===== src/rtl/reg_file.sv =====
// Two-read, one-write register file with x0 hardwired to zero and write-to-read bypass.
// Contents clear asynchronously on rst_n; reads are combinational and forced to zero during reset.
module reg_file #(
    parameter int DATA_W = 32,
    parameter int ADDR_W = 5
) (
    input  logic              clk,
    input  logic              rst_n,
    input  logic              reg_write,
    input  logic [ADDR_W-1:0] rd_addr,
    input  logic [DATA_W-1:0] rd_data,
    input  logic [ADDR_W-1:0] rs1_addr,
    input  logic [ADDR_W-1:0] rs2_addr,
    output logic [DATA_W-1:0] rs1_data,
    output logic [DATA_W-1:0] rs2_data
);

    localparam int NUM_REGS = 2 ** ADDR_W;

    logic [DATA_W-1:0] regs [NUM_REGS];
    logic              write_en;

    // Writes to x0 are dropped here, so regs[0] never leaves its reset value.
    assign write_en = reg_write && (rd_addr != '0);

    // NOTE: every entry is reset so no X state survives reset; this costs a flop-based array (no RAM macro).
    always_ff @(posedge clk or negedge rst_n) begin
        if (!rst_n) begin
            for (int i = 0; i < NUM_REGS; i++) begin
                regs[i] <= '0;  // NOTE: non-blocking for all sequential state to avoid simulation races.
            end
        end else if (write_en) begin
            regs[rd_addr] <= rd_data;
        end
    end

    function automatic logic [DATA_W-1:0] read_port(
        input logic [ADDR_W-1:0] addr,
        input logic              rst_active_n,
        input logic              wr_en,
        input logic [ADDR_W-1:0] wr_addr,
        input logic [DATA_W-1:0] wr_data,
        input logic [DATA_W-1:0] stored
    );
        logic [DATA_W-1:0] value;
        value = stored;  // NOTE: default first so the combinational path never infers a latch.
        if (!rst_active_n || addr == '0) begin
            value = '0;
        end else if (wr_en && addr == wr_addr) begin
            value = wr_data;
        end
        return value;
    endfunction

    always_comb begin
        rs1_data = read_port(rs1_addr, rst_n, write_en, rd_addr, rd_data, regs[rs1_addr]);
        rs2_data = read_port(rs2_addr, rst_n, write_en, rd_addr, rd_data, regs[rs2_addr]);
    end

endmodule


===== config.mk =====
export PLATFORM = sky130hd
export DESIGN_NAME = reg_file
export DESIGN_NICKNAME = d
export VERILOG_FILES = /design/src/rtl/reg_file.sv
export SDC_FILE = /design/constraint.sdc
export NUM_CORES = 2
export LEC_CHECK = 0
export CORE_ASPECT_RATIO = 0.75
export CORE_MARGIN = 2
export CORE_UTILIZATION = 51
export DETAILED_ROUTE_END_ITERATION = 8
export PLACE_DENSITY = 0.67
export SYNTH_ARGS = -nofsm -noshare
export SYNTH_HDL_FRONTEND = slang
export SYNTH_SLANG_ARGS = --single-unit
export TNS_END_PERCENT = 20

===== constraint.sdc =====
create_clock -name clk -period 4.5 [get_ports clk]
set_input_delay 1.35 -clock clk [delete_from_list [all_inputs] [get_ports clk]]
set_output_delay 1.35 -clock clk [all_outputs]
set_load 0.05 [all_outputs]

Word level (Yosys, flattened, before mapping)
Cells that the tools add are included.
{"block": "totals", "reg_bits": 1024, "latchBits": 0, "ramBits": 0, "mem_bits_ro": 0, "input_bits": 50, "out_inout_bits": 64, "mem_count": 0}
{"block": "classes", "addsub": 0, "n_mul": 0, "div_mod_pow": 0, "n_lt_le_gt_ge": 4, "eq_ne": 2, "n_shift": 0, "muxes": 13, "bitwise_logic": 3, "reduce_logical": 10}
{"op": "bitwise mux 1024 bit", "count": 1}
{"op": "binary-select mux 32 bit (select 5 bit)", "count": 2}
{"op": "two-way mux 32 bit", "count": 9}
{"op": "demux 32 bit (select 5 bit)", "count": 1}
{"op": ">= comparator 6 bit (second input constant)", "count": 3}
{"op": "NOT 5 -> 6 bit", "count": 3}
{"op": "equality test 5 bit", "count": 2}
{"op": "logical NOT 5 bit", "count": 2}
{"op": "< comparator 6 x 1 -> 1 bit (second input constant)", "count": 1}
{"op": "nonzero test 5 bit", "count": 1}
{"op": "logical AND 1 bit", "count": 4}
{"op": "logical OR 1 bit", "count": 2}
{"op": "logical NOT 1 bit", "count": 1}

Longest topological paths before layout
{"block": "logic_depth", "ltp_word": 6, "ltp_mapped": 9, "depth_no_buf": 5}

Worst setup path before layout
Ideal clock, no wire load.
{"block": "synth_path", "kind": "input -> output", "start": "input rs1_addr[1]", "end": "output rs1_data[10]", "t_arrival_ns": 3.178, "required_time_ns": 3.150, "slack_ns": -0.028, "stages": 8, "path_buffers": 4, "cell_sequence": "buf_2 -> buf_6 -> buf_6 -> clkbuf_1 -> mux4_2 -> a22oi_1 -> nand2_1 -> a221o_1"}
{"block": "synth_via", "elab_chain_len": 6, "elab_cells_between_ends": 10, "classes_between": "eq/ne: 1; mux: 5; bitwise: 1; reduce/logical: 3"}
{"item": "from (decl)", "line_no": "12", "source": "input logic [ADDR_W-1:0] rs1_addr,"}
{"item": "NOT 5 -> 6 bit (implied by the code)", "line_no": "56", "source": "rs1_data = read_port(rs1_addr, rst_n, write_en, rd_addr, rd_data, regs[rs1_addr]);"}
{"item": "binary-select mux 32 bit (select 5 bit)", "line_no": "56"}
{"item": "two-way mux 32 bit (implied by the code) (2 in series)", "line_no": "56"}
{"item": "two-way mux 32 bit", "line_no": "49", "source": "end else if (wr_en && addr == wr_addr) begin"}
{"item": "two-way mux 32 bit (*)", "line_no": "47", "source": "if (!rst_active_n || addr == '0) begin"}
{"item": "to (decl)", "line_no": "14", "source": "output logic [DATA_W-1:0] rs1_data,"}
Mark *: on every way between the ends. The rest lies on a longest branch, timed or not. The select of a mux whose other input is x is not followed.

Final worst setup path
{"block": "layout_path", "start": "input rs2_addr[0]", "end": "output rs2_data[17]"}
{"block": "layout_via", "elab_chain_len": 6, "elab_cells_between_ends": 10, "classes_between": "eq/ne: 1; mux: 5; bitwise: 1; reduce/logical: 3"}
{"item": "from (decl)", "line_no": "13", "source": "input logic [ADDR_W-1:0] rs2_addr,"}
{"item": "NOT 5 -> 6 bit (implied by the code)", "line_no": "57", "source": "rs2_data = read_port(rs2_addr, rst_n, write_en, rd_addr, rd_data, regs[rs2_addr]);"}
{"item": "binary-select mux 32 bit (select 5 bit)", "line_no": "57"}
{"item": "two-way mux 32 bit (implied by the code) (2 in series)", "line_no": "57"}
{"item": "two-way mux 32 bit", "line_no": "49"}
{"item": "two-way mux 32 bit (*)", "line_no": "47"}
{"item": "to (decl)", "line_no": "15", "source": "output logic [DATA_W-1:0] rs2_data"}
Marks and branches as above.

==> flow_summary_export.csv <==
group,metric,value,unit
route,viasPerCell,6.80,
global_routing,antenna_found_initial,0,
cts,cts_hold_buffers,0,
critical_path,crit_start,"rs2_addr[0]",
global_routing,grt_start_max_net_pins,161,
yosys,synth_cell_types,43,
status,violations,"negative setup slack",
cells_and_area,final_cell_mix,"dfrtp_1 (1,024), mux2_1 (504), mux2_2 (488), buf_4 (378), mux2i_1 (346)",
critical_path,crit_chain,"buf_16 > buf_6 > buf_16 > and2b_2 > buf_12 > a221oi_1 > o21ai_1 > nand2_2 > a221o_1 > buf_12",
cts,cts_buffers,104,
critical_path,crit_slowest_cell,"a221oi_1",
critical_path,path_class,"in -> out",
critical_path,crit_arrival,3.45,ns
critical_path,cp_top_family,"compound AO/OA/AOI/OAI gates",
sta,skew,0,ns
floorplanning,initial_core_util,51.4,%
yosys,synthesis.area,55100,um2
yosys,async_flop_share,100,%
yosys,ys.flop_type,"dfrtp_1",
cts,cts_tree,"yes",
cells_and_area,top_regs,"regs x1024",
sta,max_freq,208,MHz
global_routing,grt_pass1_vias,38700,
cells_and_area,largest_register,"regs",
sta,rsz0062_at_grt,"yes",
cts,cts.sinks,1024,
sta,relSlewSlack,31.1,%
route,wl_per_cell,31.9,um
route,antenna_left,0,
yosys,synth_cells,3886,
place,place.gp.congestion,0.865,
power,total_power,0.0285,W
yosys,synth_edf_count,0,
floorplanning,rows,104,
cts,clk_pin_slew,0.06,ns
floorplanning,die_h,289,um
sta,worst_pin_slew,1.03,ns
power,ir_drop,0.302,mV
sta,postLayoutSetupSlackWorst,-0.304,ns
sta,maxSlewViolCount,0,
route,drt_first_iter_violations,4333,
place,dp_hpwl,114000,um
cells_and_area,mostFrequentLayoutCell,"dfrtp_1",
critical_path,start_kind,"input port",
cts,clk_latency,0.67,ns
yosys,ys_ff_latch,1024,
critical_path,cp_slowest_stage_delay,0.35,ns
run,maxCapViolations,0,
critical_path,reg2reg_from,"regs[499]",
hold_path,hp-class,"reg -> reg",
critical_path,ff2ff_setup_slack,3.65,ns
cts,cts_root_buf,"clkbuf_16",
sta,setup_violations,64,
sta,hold_ws,0.394,ns
cts,cts_buffer_depth,3,
critical_path,path_buf_inv,5,
yosys,syn-num-nets,3936,
critical_path,cp-end-kind,"primary output",
global_routing,gr-usage-all-layers,32.7,%
power,leakage,30.2,nW
global_routing,grt_overflow,0,
floorplanning,die_area,111000,um2
cells_and_area,area_growth,23.8,%
sta,fin_crit,4.80,ns
floorplanning,die_w,384,um
floorplanning,core_area,107000,um2
cts,htreeDepth,3,
yosys,ys_warn_count,0,
route,num_vias,39000,
cells_and_area,drive_gt1_share,44.4,%
yosys,synth-seq-area-share,46.5,%
floorplanning,io_pins,114,
cells_and_area,fin_nets,4261,
place,placement.io_buffers,113,
power,power_density,418,nW/um2
sta,hold_viol,0,
status,outcome,"finished with violations",
route,wirelength,183000,um
route,dr.pass1.iters,5,
route,drc,0,
global_routing,grt_pass1_wl,267000,um
sta,post-route-period-util,107,%
hold_path,hp-start,"regs[1019]",
cells_and_area,largest_register_ffs,1024,
place,pre_cts_ws,-0.564,ns
critical_path,required,3.15,ns
cells_and_area,diodes,0,
critical_path,crit_fanout,12,
yosys,syn_area_per_cell,14.2,um2
-- synth_stat cells, types with 2 or more instances --
| cell type | instances | area share (%) |
|---|---|---|
| nand3_1 | 2 | 0.018 |
| and2_1 | 2 | 0.023 |
| dfrtp_1 | 1024 | 47 |
| buf_2 | 114 | 1.0 |
| inv_1 | 2 | 0.014 |
| nand4_1 | 2 | 0.023 |
| mux2_2 | 488 | 10 |
| o21bai_1 | 64 | 0.87 |
| nor3_1 | 2 | 0.018 |
| nand2_1 | 67 | 0.46 |
| nor2_1 | 37 | 0.25 |
| o211ai_1 | 2 | 0.027 |
| mux2_1 | 504 | 10 |
| a22oi_1 | 128 | 1.7 |
| a21oi_1 | 64 | 0.58 |
| a221o_1 | 64 | 1.2 |
| and3_1 | 2 | 0.023 |
| o21ai_0 | 67 | 0.61 |
| buf_6 | 21 | 0.43 |
| xnor2_1 | 8 | 0.13 |
| nor4_1 | 2 | 0.023 |
| nor2b_1 | 5 | 0.057 |
| nand3b_1 | 4 | 0.054 |
| buf_4 | 28 | 0.38 |
| o21ai_1 | 13 | 0.12 |
| nor3b_1 | 3 | 0.041 |
| nor3_2 | 3 | 0.054 |
| clkbuf_1 | 231 | 1.6 |
| a221oi_1 | 176 | 2.8 |
| buf_1 | 57 | 0.39 |
| mux2i_1 | 352 | 6.4 |
| mux4_2 | 336 | 14 |
| xor2_1 | 2 | 0.032 |
-- metal layers --
metal	vias up	share of wire, %	GRT usage [%]
met4	0	2.8	9.15
met3	286	11	9.83
met5	-	0	0
li1	15800	-	-
met2	2004	42	45.6
met1	20900	44	49.4
-- area by class of cell --
cell class / count / area (um2)
Fill cell: 7771 / 39000
Clock inverter: 50 / 766
Clock buffer: 143 / 3080
Sequential cell: 1024 / 25600
Multi-Input combinational cell: 2408 / 28800
Timing Repair Buffer: 670 / 8140
Tap cell: 1431 / 1790
Inverter: 3 / 13.8
-- final timing paths --
kind                                      to  cells after the start
min in group asynchronous          regs[609]                      1
worst min-delay path              regs[1019]                      0
max in group asynchronous          regs[555]                      5
worst max-delay path            rs2_data[17]                     10
worst max register to register     regs[499]                      1
worst min register to register    regs[1019]                      0
-- timing repair --
item,4_1_cts,5_1_grt
setup buffers,33,19
cloned,8,7
endpoints found under the setup margin,64,64
gates resized for setup,277,102
pin swaps,71,33
-- stage by stage --
step                      TNS (ns)  area [um2]  utilization, %  instances
after global routing        -14.35       68200            63.6       5729
final                       -11.19       68200            63.6       5729
after detailed placement    -32.03       61800            57.7       5469
after floorplan             -0.359       55100               -       3886
after global placement      -31.95       61800            57.7       5469
after CTS                   -10.19       67400            62.8       5703
-- cells by family (layout without fill, tap and decap cells) --
kind of cell	count (synthesis)	in the layout	synth area share (%)
muxes	1680	1680	40.4
xor gates and xnor gates	10	10	0.159
AOI/OAI and AO/OA	579	579	7.93
DFF	1024	1024	46.5
and+or+nand+nor	139	139	1.18
buffers and inverters	454	866	3.83
-- report_power, final --
group / leakage [nW] / switching [W] / internal, W
registers: 13.1 / 0.00132 / 0.0110
clock network: 1.89 / 0.00388 / 0.00587
logic: 15.2 / 0.00292 / 0.00358
Note: power is estimated with default switching activity, not from simulation.
